**config.mk**
```make
export PLATFORM = sky130hd
export DESIGN_NAME = rx_link_ctrl
export DESIGN_NICKNAME = d
export VERILOG_FILES = /design/src/rtl/rx_link_ctrl_pkg.sv /design/src/rtl/crc_run_cnt.sv /design/src/rtl/rx_link_ctrl.sv
export SDC_FILE = /design/constraint.sdc
export NUM_CORES = 1
export LEC_CHECK = 0
export ABC_AREA = 1
export BUFFER_PORTS_ARGS = -buffer_cell sky130_fd_sc_hd__buf_2
export CORE_AREA = 2 2 99 101
export CTS_BUF_LIST = sky130_fd_sc_hd__clkbuf_8 sky130_fd_sc_hd__clkbuf_16
export DETAILED_ROUTE_END_ITERATION = 7
export DIE_AREA = 0 0 101 103
export PLACE_DENSITY = 0.74
export SETUP_SLACK_MARGIN = 0.1
export SYNTH_ARGS = -nofsm -noshare
export SYNTH_HDL_FRONTEND = slang
export SYNTH_SLANG_ARGS = --single-unit
export TNS_END_PERCENT = 30
```
**constraint.sdc**
```tcl
create_clock -name clk -period 5 [get_ports clk]
set_input_delay 0.5 -clock clk [delete_from_list [all_inputs] [get_ports clk]]
set_output_delay 0.5 -clock clk [all_outputs]
set_load 0.005 [all_outputs]
```
**src/rtl/rx_link_ctrl_pkg.sv**
```systemverilog
// Shared types and helpers for the RX link acquisition/tracking sequencer.
// State and frame-sync codes are visible on the status outputs, so their encodings are fixed.
package rx_link_ctrl_pkg;

   localparam int THR_W = 24;
   localparam int NRL_W = 16;

   typedef enum logic [2:0] {
      ST_IDLE      = 3'd0,
      ST_SEARCH    = 3'd1,
      ST_LOCK_WAIT = 3'd2,
      ST_TRACK     = 3'd3,
      ST_RELOCK    = 3'd4
   } state_e;

   typedef enum logic [1:0] {
      FS_OFF     = 2'd0,
      FS_SEARCH  = 2'd1,
      FS_CONFIRM = 2'd2,
      FS_TRACK   = 2'd3
   } frsync_e;

   function automatic frsync_e frsync_of(input state_e st);
      frsync_e fs;
      fs = FS_OFF;
      case (st)
         ST_SEARCH:    fs = FS_SEARCH;
         ST_LOCK_WAIT: fs = FS_CONFIRM;
         ST_TRACK:     fs = FS_TRACK;
         default:      fs = FS_OFF;
      endcase
      return fs;
   endfunction

   // Step down by one decrement, clamping at the floor instead of wrapping.
   function automatic logic [THR_W-1:0] thr_dec(input logic [THR_W-1:0] thr,
                                                input logic [THR_W-1:0] step,
                                                input logic [THR_W-1:0] floor);
      logic [THR_W:0] lim;
      lim = {1'b0, floor} + {1'b0, step};
      if ({1'b0, thr} >= lim) return thr - step;
      return floor;
   endfunction

endpackage

```
**src/rtl/crc_run_cnt.sv**
```systemverilog
// Consecutive-event run counter: counts inc pulses, restarts on zero or clr,
// saturates at TARGET and flags the pulse that completes the run.
module crc_run_cnt #(
   parameter int CNT_W  = 3,
   parameter int TARGET = 4
) (
   input  logic clk,
   input  logic rst,
   input  logic clr,
   input  logic inc,
   input  logic zero,
   output logic reached
);

   localparam logic [CNT_W-1:0] TGT    = CNT_W'(TARGET);
   localparam logic [CNT_W-1:0] TGT_M1 = CNT_W'(TARGET - 1);

   logic [CNT_W-1:0] cnt;

   // Combinational so the owner can change state on the same edge that samples the pulse.
   assign reached = inc && (cnt >= TGT_M1);

   // NOTE: sequential state uses non-blocking assignments so every flop samples pre-edge values.
   always_ff @(posedge clk or negedge rst) begin
      if (!rst) begin
         cnt <= '0;
      end else if (clr || zero) begin
         cnt <= '0;
      end else if (inc && (cnt != TGT)) begin
         cnt <= cnt + CNT_W'(1);
      end
   end

endmodule

```
**src/rtl/rx_link_ctrl.sv**
```systemverilog
// RX link sequencer: threshold search, lock confirmation by CRC runs, tracking,
// and datapath-reset relock. All outputs are registered from the next-state decode.
module rx_link_ctrl
   import rx_link_ctrl_pkg::*;
#(
   parameter logic [THR_W-1:0] THR_INIT = 24'h040000,
   parameter logic [THR_W-1:0] THR_STEP = 24'h004000,
   parameter logic [THR_W-1:0] THR_MIN  = 24'h008000,
   parameter int SEARCH_TO = 1000000,
   parameter int LOCK_TO   = 4000000,
   parameter int LOCK_N    = 4,
   parameter int LOSS_N    = 3,
   parameter int RST_LEN   = 16,
   parameter int TMR_W     = 24
) (
   input  logic             clk,
   input  logic             rst,
   input  logic             enable,
   input  logic             thr_mode,
   input  logic [THR_W-1:0] thr_lvl_auto,
   input  logic             corr_pr_detect,
   input  logic             decrc_verr,
   input  logic             decrc_oerr,
   output logic [THR_W-1:0] thr_lvl,
   output logic [1:0]       frsync_ctrl,
   output logic             dp_rst,
   output logic             lock,
   output logic [2:0]       state_o,
   output logic [NRL_W-1:0] n_relock
);

   localparam int CNT_MAX = (LOCK_N > LOSS_N) ? LOCK_N : LOSS_N;
   localparam int CNT_W   = $clog2(CNT_MAX + 1);
   localparam logic [TMR_W-1:0] SEARCH_LAST = TMR_W'(SEARCH_TO - 1);
   localparam logic [TMR_W-1:0] LOCK_LAST   = TMR_W'(LOCK_TO - 1);
   localparam logic [TMR_W-1:0] RST_LAST    = TMR_W'(RST_LEN - 1);

   state_e           state, state_d;
   logic [TMR_W-1:0] timer, timer_d;
   logic [THR_W-1:0] thr_srch, thr_srch_d;
   logic             crc_good, crc_bad, good_hit, bad_hit;
   logic             in_confirm, in_crc_watch, changing, search_to;
   logic [THR_W-1:0] thr_lvl_d;
   logic [1:0]       frsync_d;
   logic             dp_rst_d, lock_d;
   logic [NRL_W-1:0] n_relock_d;

   assign crc_good     = decrc_verr & ~decrc_oerr;
   assign crc_bad      = decrc_verr &  decrc_oerr;
   assign in_confirm   = (state == ST_LOCK_WAIT);
   assign in_crc_watch = (state == ST_LOCK_WAIT) || (state == ST_TRACK);
   assign changing     = (state_d != state);
   assign search_to    = (timer == SEARCH_LAST);
   assign state_o      = state;

   // Run counters restart on every state change so each phase starts from a clean count.
   crc_run_cnt #(.CNT_W(CNT_W), .TARGET(LOCK_N)) u_good (
      .clk     (clk),
      .rst     (rst),
      .clr     (changing | ~in_confirm),
      .inc     (crc_good & in_confirm),
      .zero    (crc_bad),
      .reached (good_hit)
   );

   crc_run_cnt #(.CNT_W(CNT_W), .TARGET(LOSS_N)) u_bad (
      .clk     (clk),
      .rst     (rst),
      .clr     (changing | ~in_crc_watch),
      .inc     (crc_bad & in_crc_watch),
      .zero    (crc_good),
      .reached (bad_hit)
   );

   always_ff @(posedge clk or negedge rst) begin
      if (!rst) begin
         state    <= ST_IDLE;
         timer    <= '0;
         thr_srch <= THR_INIT;
      end else begin
         state    <= state_d;
         timer    <= timer_d;
         thr_srch <= thr_srch_d;
      end
   end

   // NOTE: every combinational output gets a default first so no path can infer a latch.
   always_comb begin
      state_d = state;
      if (!enable) begin
         state_d = ST_IDLE;
      end else begin
         case (state)
            ST_IDLE:      state_d = ST_SEARCH;
            ST_SEARCH:    if (corr_pr_detect) state_d = ST_LOCK_WAIT;
            ST_LOCK_WAIT: begin
               if (good_hit)                             state_d = ST_TRACK;
               else if (bad_hit || (timer == LOCK_LAST)) state_d = ST_RELOCK;
            end
            ST_TRACK:     if (bad_hit) state_d = ST_RELOCK;
            ST_RELOCK:    if (timer == RST_LAST) state_d = ST_SEARCH;
            default:      state_d = ST_IDLE;
         endcase
      end
   end

   // One timer serves the search timeout, the lock-wait timeout and the relock pulse length.
   always_comb begin
      timer_d = '0;
      if (!changing) begin
         case (state)
            ST_SEARCH:               timer_d = search_to ? '0 : timer + TMR_W'(1);
            ST_LOCK_WAIT, ST_RELOCK: timer_d = timer + TMR_W'(1);
            default:                 timer_d = '0;
         endcase
      end
   end

   always_comb begin
      thr_srch_d = thr_srch;
      if ((state_d == ST_IDLE) || (state_d == ST_RELOCK)) begin
         thr_srch_d = THR_INIT;
      end else if ((state == ST_SEARCH) && !changing && search_to) begin
         thr_srch_d = thr_dec(thr_srch, THR_STEP, THR_MIN);
      end
   end

   // The internal threshold keeps stepping in auto mode so switching back never glitches.
   always_comb begin
      thr_lvl_d  = thr_mode ? thr_lvl_auto : thr_srch_d;
      frsync_d   = frsync_of(state_d);
      dp_rst_d   = (state_d != ST_RELOCK);
      lock_d     = (state_d == ST_TRACK);
      n_relock_d = n_relock;
      if ((state_d == ST_RELOCK) && (state != ST_RELOCK) && (n_relock != '1)) begin
         n_relock_d = n_relock + NRL_W'(1);
      end
   end

   always_ff @(posedge clk or negedge rst) begin
      if (!rst) begin
         thr_lvl     <= THR_INIT;
         frsync_ctrl <= FS_OFF;
         dp_rst      <= 1'b1;
         lock        <= 1'b0;
         n_relock    <= '0;
      end else begin
         thr_lvl     <= thr_lvl_d;
         frsync_ctrl <= frsync_d;
         dp_rst      <= dp_rst_d;
         lock        <= lock_d;
         n_relock    <= n_relock_d;
      end
   end

endmodule

```
* Yosys cells after proc, flatten, opt, wreduce, memory -nomap -nowiden
Index checks and enable logic that the tools add are counted.
Widths: inputs -> output; s select.
** Storage, ports and cells
- Register bits after elaboration :: 101
- Input bits :: 31
- Output and inout bits :: 47
- Word-level logic and storage cells :: 86
** Operators by class
- Add/subtract/negate cells :: 5
- $lt $le $gt $ge :: 3
- Equal/unequal tests :: 17
- Multiplexer cells :: 23
- Bitwise operators :: 9
- Reductions and logical operators :: 19
** Operators with widths (count)
- $mux 24 :: 7
- $pmux 24 s2 :: 1
- $mux 3 :: 10
- $add 24x1->24 const B :: 1
- $eq 24x20->1 const B :: 1
- $eq 24x22->1 const B :: 1
- $eq 24x4->1 const B :: 1
- $ge 24x16->1 const B :: 1
- $sub 24x15->24 const B :: 1
- $add 16x1->16 const B :: 1
- $ne 16x16->1 const B :: 1
- $pmux 3 s5 :: 1
- $eq 3x2->1 const B :: 4
- $ne 3x3->1 const B :: 3
- $logic_and 1x1->1 :: 8
- $add 3x1->3 const B :: 2
- $eq 3x1->1 const B :: 2
- $eq 3x3->1 const B :: 2
- $ge 3x2->1 const B :: 2
- $logic_not 3->1 :: 2
- $pmux 2 s3 :: 1
- $logic_or 1x1->1 :: 5
- $and 1x1->1 :: 4
- $reduce_bool 2->1 :: 2
- 7 further kinds :: 12

* Longest topological paths before layout
Gate-level depths: netlist of run 1.
- Depth in word-level cells :: 19
- Depth in mapped cells :: 18
- Depth with buffers taken out :: 18

* Hierarchy
From an unflattened synthesis of run 1, not the netlist that was laid out.
** Second synthesis, totals
- Cells, all modules :: 636
- Area, all modules :: 5286.3 sq um
** Modules (own cells, without submodules)
- rx_link_ctrl :: instances 1, cells each 587, area an instance 4895.9 sq um, seq. area each 2381.0 sq um
- crc_run_cnt (u_good) :: instances 1, cells each 25, area an instance 206.4 sq um, seq. area each 75.1 sq um
- crc_run_cnt (u_bad) :: instances 1, cells each 24, area an instance 183.9 sq um, seq. area each 75.1 sq um

* Worst setup path after synthesis of run 1
No wires, ideal clock.
- Path kind :: reg-to-reg
- From :: reg u_good.cnt[0]
- To :: reg thr_lvl[4]
- Setup time :: 117 ps
- Data arrival time :: 1945 ps
- Required time :: 4883 ps
- Slack :: 2938 ps
- Stages on the path, launching flop included :: 18
- Buffers on the path :: 1
- Clock period less this slack :: 2062 ps
- Cells stage by stage :: dfrtp_1 -> ha_1 -> ha_1 -> nor2_1 -> nand2_1 -> nand3_1 -> nand2_1 -> nor2_1 -> nand2_1 -> nand2_2 -> nand2_1 -> nand2_2 -> nand4_4 -> nor2_4 -> buf_12 -> nor2_2 -> nand2_1 -> nand2_1
** On the way
- Cells in the longest elaborated chain, start to end :: 12
- Elaborated cells on any way between the ends :: 15
- Those cells by class :: order compare (1); eq/ne (2); mux (6); reduce/logical (6)
** Ends and longest elaborated chain
- start: declaration :: line crc_run_cnt.sv:18 : logic [CNT_W-1:0] cnt;
- start signal: assignment :: line crc_run_cnt.sv:30 : cnt <= cnt + CNT_W'(1);
- $ge 3x2->1 (*) :: line crc_run_cnt.sv:21 : assign reached = inc && (cnt >= TGT_M1);
- $logic_and 1x1->1 (*) :: line crc_run_cnt.sv:21
- $mux 3 (*) :: line rx_link_ctrl.sv:97 : if (good_hit) state_d = ST_TRACK;
- $pmux 3 s5 (*) :: line rx_link_ctrl.sv:93 : case (state)
- $mux 3 (*) :: line rx_link_ctrl.sv:90 : if (!enable) begin
- $ne 3x3->1 :: line rx_link_ctrl.sv:52 : assign changing = (state_d != state);
- $logic_not 1->1 :: line rx_link_ctrl.sv:123 : end else if ((state == ST_SEARCH) && !changing && search_to) begin
- $logic_and 1x1->1 (2 in series) :: line rx_link_ctrl.sv:123
- $mux 24 :: line rx_link_ctrl.sv:123
- $mux 24 (*) :: line rx_link_ctrl.sv:121 : if ((state_d == ST_IDLE) || (state_d == ST_RELOCK)) begin
- net thr_srch_d[4] :: line rx_link_ctrl.sv:40 : logic [THR_W-1:0] thr_srch, thr_srch_d;
- $mux 24 (*) :: line rx_link_ctrl.sv:130 : thr_lvl_d = thr_mode ? thr_lvl_auto : thr_srch_d;
- net thr_lvl_d[4] :: line rx_link_ctrl.sv:43 : logic [THR_W-1:0] thr_lvl_d;
- end signal: assignment :: line rx_link_ctrl.sv:148 : thr_lvl <= thr_lvl_d;
- end: declaration :: line rx_link_ctrl.sv:24 : output logic [THR_W-1:0] thr_lvl,
Mark *: on every way through the listed nets, which the timed path passes. The rest lies on a longest branch.
A chain may end at the register's enable or synchronous reset.

* Worst setup path in the final report of run 1
- From :: reg u_good.cnt[0]
- To :: reg thr_lvl[0]
Same word-level chain as after synthesis.

==> impl_metrics.toml, run 1 <==
[outcome]
status = "completed"

[timing]
setup_viol = 0
setup_tns_ns = 0
tightest_slew_ns = 0.7520
max-slew-margin-rel = 0.4981
clock_skew_ns = 0.01406
worst_hold_slack_ns = 0.1685
rsz0062_at_grt = "no"
period_needed_ns = 2.669
hold_violations = 0
fmax_mhz = 374.7
finalCritPeriodShare = 0.5338
drv_slew = 0

[placement]
io_buffers = 77
place.gp.congestion = 0.8473
hpwl_mm = 7.808

[finish]
syn_to_final_growth_pct = 12.03
antennaDiodeCount = 0
fin_nets = 742
drive_gt1_frac = 0.1969
post-route-util = 0.6146
layout.cells.most_common_list = "nand2_1, dfrtp_1, buf_2, nor2_1, inv_1"
layout_commonest_cell = "nand2_1"

[synth]
synth_seq_cells = 101
synth_edf_count = 0
yosysTopAreaCellShare = 0.4726
yosys.area.top_type = "dfrtp_1"
ys_top_cells_by_area = "dfrtp_1, nand2_1, nor2_1"
syn_avg_cell_area_um2 = 8.275
synth_async_sr_flop_share = 1.000
synth.net_count = 668
netlist_instances = 627
syn_area_um2 = 5189
synth.distinct_cells = 38
synthFlopType = "dfrtp_1"
yosysWarnings = 0
ys_seq_area_frac = 0.4878

[floorplan]
core.rowCount = 36
fp.dieW_um = 101
start_util = 0.5485
die_h_um = 103
io_pins = 78
core_um2 = 9459
fp.dieArea_um2 = 10400

[grt]
grt_pass1_vias = 4085
grt_use_total = 0.2248
overflow = 0
antenna_found_initial = 0
grt_first_pass_wirelength_mm = 18.35
grt_max_degree = 55

[critical_path]
end_kind = "register"
path_common_cell = "nand2_1"
cp.depth = 14
critPathKind = "register to register"
cp.buffers_inverters = 0
startpoint = "u_good.cnt[0]$_DFFE_PN0P_"
cp_cell_sequence = "ha_1 -> ha_1 -> nor2_1 -> nand2_1 -> a21oi_1 -> nand2_1 -> nand3_1 -> nand2_1 -> nand2_2 -> nand4_4 -> nor2_4 -> nor2_1 -> nand2_1 -> nand2_1"
reg2reg_depth = 14
crit_path_start_kind = "register"
critPathMaxStageDelay_ns = 0.51
crit_family = "simple AND/OR/NAND/NOR gates"
cp.arrival_ns = 2.94
r2r_start = "u_good.cnt[0]$_DFFE_PN0P_"
cp_slowest_cell = "nor2_4"
critPathRequiredTime_ns = 5.27
crit_fanout = 14

[power]
p_leak_nw = 3.053
p_switching_mw = 0.3934
peakVddDrop_uv = 215.6
seqPwrFrac = 0.577
power_density_nw_per_um2 = 251.4
p_clk_frac = 0.325
p_sw_frac = 0.2692
p_int_mw = 1.068
comb_power_share = 0.099

[clock_network]
cts_tree = "built"
cts_buffer_depth = 2
clock-sinks = 101
cts-htree-levels = 3
cts_buffers = 9
cts_resized = 0
clk-insertion-delay-late_ns = 0.37
clk_pin_slew_worst_paths_ns = 0.10
cts_root_buf = "clkbuf_8"
cts_post_setup_buffers_inserted = 0
postCtsHoldBufs = 0

[detailed_routing]
wl_per_cell_um = 13.01
viasPerCell = 5.137
vias = 4212
detail-route-antenna-nets = 0
first_pass_iters = 5
drc = 0
drt-total-wl_mm = 10.67
drt_iter0_markers = 203

[min_path]
hp-class = "input pin to asynchronous set/reset pin"

[run]
cap_viol_max_count = 0
## final timing paths
| kind | endpoint | slack (ns) |
|---|---|---|
| max | thr_lvl[0]$_DFF_PN0_ | 2.33 |
| min | timer[13]$_DFF_PN0_ | 0.17 |
| max in group asynchronous | thr_lvl[18]$_DFF_PN1_ | 3.81 |
| min reg2reg | n_relock[7]$_DFFE_PN0P_ | 0.51 |
| min in group clk | thr_lvl[23]$_DFF_PN0_ | 0.32 |
| max reg2reg | thr_lvl[0]$_DFF_PN0_ | 2.33 |
## cells by family after synthesis
kind of cell / share of synthesized area
DFF: 0.4878
adders and majority gates: 0.02411
AOI/OAI and AO/OA: 0.04268
and+or+nand+nor: 0.3398
xor gates and xnor gates: 0.03882
buffers and inverters: 0.06679
## flip-flops by register name (all words and copies together), names as in the netlist
name,flops
u_good.cnt,3
timer,24
frsync_ctrl,2
n_relock,16
thr_srch,24
thr_lvl,24
dp_rst,1
u_bad.cnt,3
lock,1
state_o,3
## metal layers
metal,GRT usage,up-vias,wire [µm]
met3,0.05763,9,467
li1,-,2149,-
met4,0.07796,0,117
met1,0.2934,1956,4902
met5,0,-,0
met2,0.3682,98,5183
## stage by stage
step / power [mW] / instances / worst slack, ns / cell area, µm²
detailed placement: 1.006 / 804 / 2.276 / 5635
CTS: 1.486 / 820 / 2.285 / 5813
global route: 1.537 / 820 / 2.078 / 5813
floorplan: 0.9472 / 627 / 2.938 / 5189
finish: 1.461 / 820 / 2.331 / 5813
global placement: 1.002 / 804 / 2.342 / 5635
## power by group through the flow
stage | Combinational, mW | Clock (mW) | Sequential, mW
2_1_floorplan | 0.0872 | 0 | 0.860
3_3_place_gp | 0.144 | 0 | 0.859
3_5_place_dp | 0.148 | 0 | 0.859
4_1_cts | 0.148 | 0.495 | 0.843
5_1_grt | 0.164 | 0.528 | 0.845
6_report | 0.144 | 0.474 | 0.843
## cells in the mapped netlist, types with 7 or more instances
cell type    n
a21oi_1     14
and3_1      15
dfrtp_1     98
ha_1        10
inv_1       64
nand2_1    183
nand3_1     25
nand4_1     17
nor2_1      66
nor2_2      10
nor2_4       9
nor3_1      15
nor3_2       9
nor4_1       7
o21ai_0     18
xnor2_1     12
xor2_1      11
## worst register-to-register path, delay by kind of cell, from the launching register on
kind | cells | cell delay [ns]
AOI/OAI and AO/OA | 1 | 0.17
adders and majority gates | 2 | 0.40
DFF | 1 | 0.41
and+or+nand+nor | 11 | 1.61
## final cells by class
type / count / area, µm²
Fill cell: 844 / 3646
Timing Repair Buffer: 79 / 402.9
Multi-Input combinational cell: 444 / 2311
Inverter: 66 / 247.7
Sequential cell: 101 / 2531
Clock inverter: 6 / 40.04
Tap cell: 114 / 142.6
Clock buffer: 10 / 137.6
Note: power is estimated with default switching activity, not from simulation.
==> inputs of run 2 (changes only) <==
- CORE_AREA: 2 2 99 101 -> 2 2 103 105
- DIE_AREA: 0 0 101 103 -> 0 0 105 107
- PLACE_DENSITY: 0.74 -> 0.72
- clock period: 5 -> 2.4 ns (I/O delays scaled with it)
==> impl_metrics.toml, run 2 (same netlist as run 1, synthesis figures left out) <==
[timing]
max-slew-margin-rel = 0.4649
tightest_slew_ns = 0.8017
hold_violations = 0
setup_viol = 0
setup_tns_ns = 0
worst_hold_slack_ns = 0.04940
drv_slew = 0
period_needed_ns = 2.313
fin_ws_ns = 0.08727
fmax_mhz = 432.4
finalCritPeriodShare = 0.9636
clock_skew_ns = 0.01136
rsz0062_at_grt = "yes"

[grt]
grt_pass1_vias = 4368
grtUsageMet1 = 0.2915
gr-max-usage-layer = "met2"
grt_max_degree = 58
grt.met2_usage = 0.3632
overflow = 0
use_met3 = 0.04012
antenna_found_initial = 0
grt_use_total = 0.2221
grt_first_pass_wirelength_mm = 20.17

[detailed_routing]
viasPerCell = 5.140
drt-total-wl_mm = 12.41
drc = 0
vias = 4472
detail-route-antenna-nets = 0
first_pass_iters = 5
wl_per_cell_um = 14.27
drt_iter0_markers = 254

[power]
finalPower_mw = 3.423
p_leak_nw = 3.256
peakVddDrop_uv = 383.4
power_density_nw_per_um2 = 539.0

[critical_path]
critPathKind = "register to register"
end_kind = "register"
crit_path_start_kind = "register"
crit_fanout = 4
critPathRequiredTime_ns = 2.68
cp.arrival_ns = 2.60

[clock_network]
cts_root_buf = "clkbuf_8"
cts-htree-levels = 3
clk-insertion-delay-late_ns = 0.37
cts_buffer_depth = 2
clock-sinks = 101
cts_tree = "built"
cts_buffers = 9
clk_pin_slew_worst_paths_ns = 0.10

[finish]
syn_to_final_growth_pct = 22.40
layout_commonest_cell = "nand2_1"
stdcell_count = 870
largestRegisters = "thr_lvl x24, thr_srch x24, timer x24"
fin_nets = 770
antennaDiodeCount = 0
layout.cells.most_common_list = "nand2_1, dfrtp_1, buf_2, inv_1, nor2_1"
drive_gt1_frac = 0.2684

[placement]
placed_cells = 834
io_buffers = 77
place_ws_ns = 0.07998
place.gp.congestion = 0.8946
hpwl_mm = 8.193

[floorplan]
io_pins = 78
fp.dieW_um = 105
core.rowCount = 37
start_util = 0.5141
core_um2 = 10090
die_h_um = 107
fp.dieArea_um2 = 11240

[min_path]
hp-class = "input pin to register"

[run]
cap_viol_max_count = 0

[outcome]
status = "completed"
==> run 2: power by group <==
part / internal, mW / leakage, nW / switching, mW
clock: 0.614 / 0.112 / 0.585
combinational: 0.191 / 1.78 / 0.277
sequential: 1.73 / 1.36 / 0.0216
total: 2.54 / 3.26 / 0.884
==> run 2: worst paths after layout <==
kind                                                start                        end  slack, ns  cells past startpoint
worst max-delay path            u_good.cnt[1]$_DFFE_PN0P_  u_good.cnt[0]$_DFFE_PN0P_       0.09                     17
worst min-delay path                     thr_lvl_auto[18]      thr_lvl[18]$_DFF_PN1_       0.05                      3
max in group asynchronous                             rst      thr_lvl[18]$_DFF_PN1_       1.19                      3
worst min register to register      thr_srch[0]$_DFF_PN0_      thr_srch[0]$_DFF_PN0_       0.51                      2
min in group asynchronous                             rst        timer[13]$_DFF_PN0_       0.42                      2
worst max register to register  u_good.cnt[1]$_DFFE_PN0P_  u_good.cnt[0]$_DFFE_PN0P_       0.09                     17
==> run 2: cell type report <==
| class | instances | area (µm²) |
|---|---|---|
| Sequential cell | 101 | 2531 |
| Tap cell | 136 | 170.2 |
| Inverter | 66 | 255.2 |
| Multi-Input combinational cell | 445 | 2455 |
| Timing Repair inverter | 2 | 12.51 |
| Clock inverter | 6 | 86.33 |
| Timing Repair Buffer | 104 | 703.2 |
| Clock buffer | 10 | 137.6 |
| Fill cell | 905 | 3741 |
==> run 2: metrics by stage <==
step	util	instance area, µm²
6_report	0.6293	6351
5_1_grt	0.6293	6351
4_1_cts	0.5963	6018
3_5_place_dp	0.5720	5773
3_3_place_gp	0.5720	5773
2_1_floorplan	-	5189
==> run 2: repair_timing <==
| item | CTS | global route |
|---|---|---|
| endpoints found under the hold margin | 43 | 0 |
| gates resized for setup | 2 | 42 |
| hold buffers | 1 | 0 |
| buffers inserted | 0 | 14 |
| cloned | 1 | 4 |
| pin swaps | 0 | 23 |
| setup endpoints to repair | 22 | 79 |
==> run 2: worst max-delay path: stages (launching register included) <==
cell and delay, ns:
dfrtp_1 0.42, ha_2 0.22, ha_4 0.16, nor2_4 0.09
nand2_2 0.08, nand3_2 0.07, nand2_2 0.06, nor2_1 0.11
nand2_1 0.09, nand2_2 0.09, nand2_2 0.06, nand2_4 0.10
nand3_4 0.14, buf_12 0.17, nor2_4 0.10, buf_4 0.12
nand3_1 0.06, o21ai_0 0.08
==> run 2: metal layers <==
| layer | vias to the layer above | share of wire |
|---|---|---|
| met1 | 2094 | 0.43 |
| li1 | 2192 | - |
| met5 | - | 0 |
| met4 | 0 | 0.027 |
| met3 | 26 | 0.056 |
| met2 | 160 | 0.49 |
==> inputs of run 3 (changes only) <==
- RECOVER_POWER: not set -> 50
==> impl_metrics.toml, run 3 (same netlist as run 1, synthesis figures left out) <==
[outcome]
status = "completed"

[grt]
overflow = 0
grt_pass1_vias = 4368
grt_max_degree = 58
antenna_found_initial = 0
grt_use_total = 0.2221
grt_first_pass_wirelength_mm = 20.17

[timing]
finalCritPeriodShare = 0.9610
worst_hold_slack_ns = 0.04553
fmax_mhz = 433.6
period_needed_ns = 2.306
tightest_slew_ns = 1.224
drv_slew = 0
clock_skew_ns = 0.01128
rsz0062_at_grt = "yes"
setup_tns_ns = 0
setup_viol = 0
hold_violations = 0
fin_ws_ns = 0.09357
max-slew-margin-rel = 0.1838

[critical_path]
critPathRequiredTime_ns = 2.70
critPathKind = "register to register"
reg2reg_to = "timer[2]$_DFF_PN0_"
reg2reg_depth = 16
ff2ff_setup_slack_ns = 0.09
r2r_start = "u_good.cnt[1]$_DFFE_PN0P_"
cp.arrival_ns = 2.61
end_kind = "register"
crit_fanout = 9
crit_path_start_kind = "register"

[clock_network]
clk_pin_slew_worst_paths_ns = 0.10
clock-sinks = 101
cts_buffer_depth = 2
cts-htree-levels = 3
clk-insertion-delay-late_ns = 0.38
cts_root_buf = "clkbuf_8"
cts_tree = "built"
cts_buffers = 9

[placement]
place_ws_ns = 0.07998
io_buffers = 77
place.gp.congestion = 0.8946
hpwl_mm = 8.193

[power]
finalPower_mw = 3.421
power_density_nw_per_um2 = 541.0
peakVddDrop_uv = 382.5
p_leak_nw = 3.181

[finish]
layout.cells.most_common_list = "nand2_1, dfrtp_1, inv_1, nor2_1, buf_2"
largestRegisters = "thr_lvl x24, thr_srch x24, timer x24"
nFillCells = 912
antennaDiodeCount = 0
post-route-util = 0.6266
syn_to_final_growth_pct = 21.87
drive_gt1_frac = 0.2411
fin_nets = 770
layout_commonest_cell = "nand2_1"

[min_path]
min_from = "thr_lvl_auto[18]"
holdPathStages = 3
whs_endpoint = "thr_lvl[18]$_DFF_PN1_"
hp-class = "input pin to register"

[detailed_routing]
drt_iter0_markers = 214
drt-total-wl_mm = 12.35
detail-route-antenna-nets = 0
drc = 0
viasPerCell = 5.174
wl_met1_mm = 5.179
dr_wl_met3_um = 779
wl_met2_mm = 6.047
first_pass_iters = 4
top_layer = "met4"
wl_per_cell_um = 14.20
vias = 4501

[floorplan]
fp.dieArea_um2 = 11240
core.rowCount = 37
io_pins = 78
start_util = 0.5141
core_um2 = 10090
die_h_um = 107
fp.dieW_um = 105

[run]
cap_viol_max_count = 0
[run 3: layer usage]
| metal | up-vias | track usage |
|---|---|---|
| li1 | 2192 | - |
| met1 | 2102 | 0.2915 |
| met2 | 175 | 0.3632 |
| met3 | 32 | 0.04012 |
| met4 | 0 | 0.09619 |
| met5 | - | 0 |
[run 3: cell type report]
type	instances	area [µm²]	share of cell area
repair buffers	104	675.6	0.1068
flip-flops and latches	101	2531	0.4003
repair inverters	2	12.51	0.001979
well taps	136	170.2	0.02691
clock buffers	10	137.6	0.02176
inverters	66	255.2	0.04036
multi-input cells	445	2455	0.3882
clock inverters	6	86.33	0.01365
[run 3: worst max path at each step]
stage,from,slack [ns],to
after global routing,u_good.cnt[1]$_DFFE_PN0P_,-0.02,u_good.cnt[2]$_DFFE_PN0P_
after floorplan,u_good.cnt[0]$_DFFE_PN0P_,0.34,thr_lvl[4]$_DFF_PN0_
after CTS,u_good.cnt[0]$_DFFE_PN0P_,0.08,thr_lvl[14]$_DFF_PN0_
final,u_good.cnt[1]$_DFFE_PN0P_,0.09,timer[2]$_DFF_PN0_
after detailed placement,u_good.cnt[0]$_DFFE_PN0P_,0.08,thr_lvl[19]$_DFF_PN0_
after global placement,u_good.cnt[0]$_DFFE_PN0P_,0.17,thr_lvl[20]$_DFF_PN0_
[run 3: worst max-delay path, stage by stage (launching register included)]
cell       delay, ns
dfrtp_1         0.42
ha_2            0.22
ha_4            0.16
nor2_4          0.09
nand2_2         0.08
nand3_2         0.07
nand2_2         0.06
nor2_1          0.10
nand2_1         0.09
nand2_2         0.09
nand2_2         0.06
nand2_4         0.10
nand3_4         0.14
buf_12          0.17
clkbuf_16       0.16
buf_4           0.13
nor3_2          0.08
[run 3: per-stage QoR]
stage / area, µm² / std cells
after global placement: 5773 / 834
after detailed placement: 5773 / 834
after CTS: 6018 / 852
after global routing: 6324 / 870
final: 6324 / 870
after floorplan: 5189 / 627
[run 3: timing repair]
item	in CTS	in global routing
buffers inserted	0	14
setup endpoints to repair	22	79
hold buffers	1	0
hold endpoints to repair	43	0
gates resized for setup	2	42
pin swaps	0	23
gates cloned	1	4
[run 3: power by group]
group / internal (mW) / switching (mW) / total, mW
clock: 0.614 / 0.588 / 1.20
sequential: 1.74 / 0.0220 / 1.76
combinational: 0.186 / 0.276 / 0.462
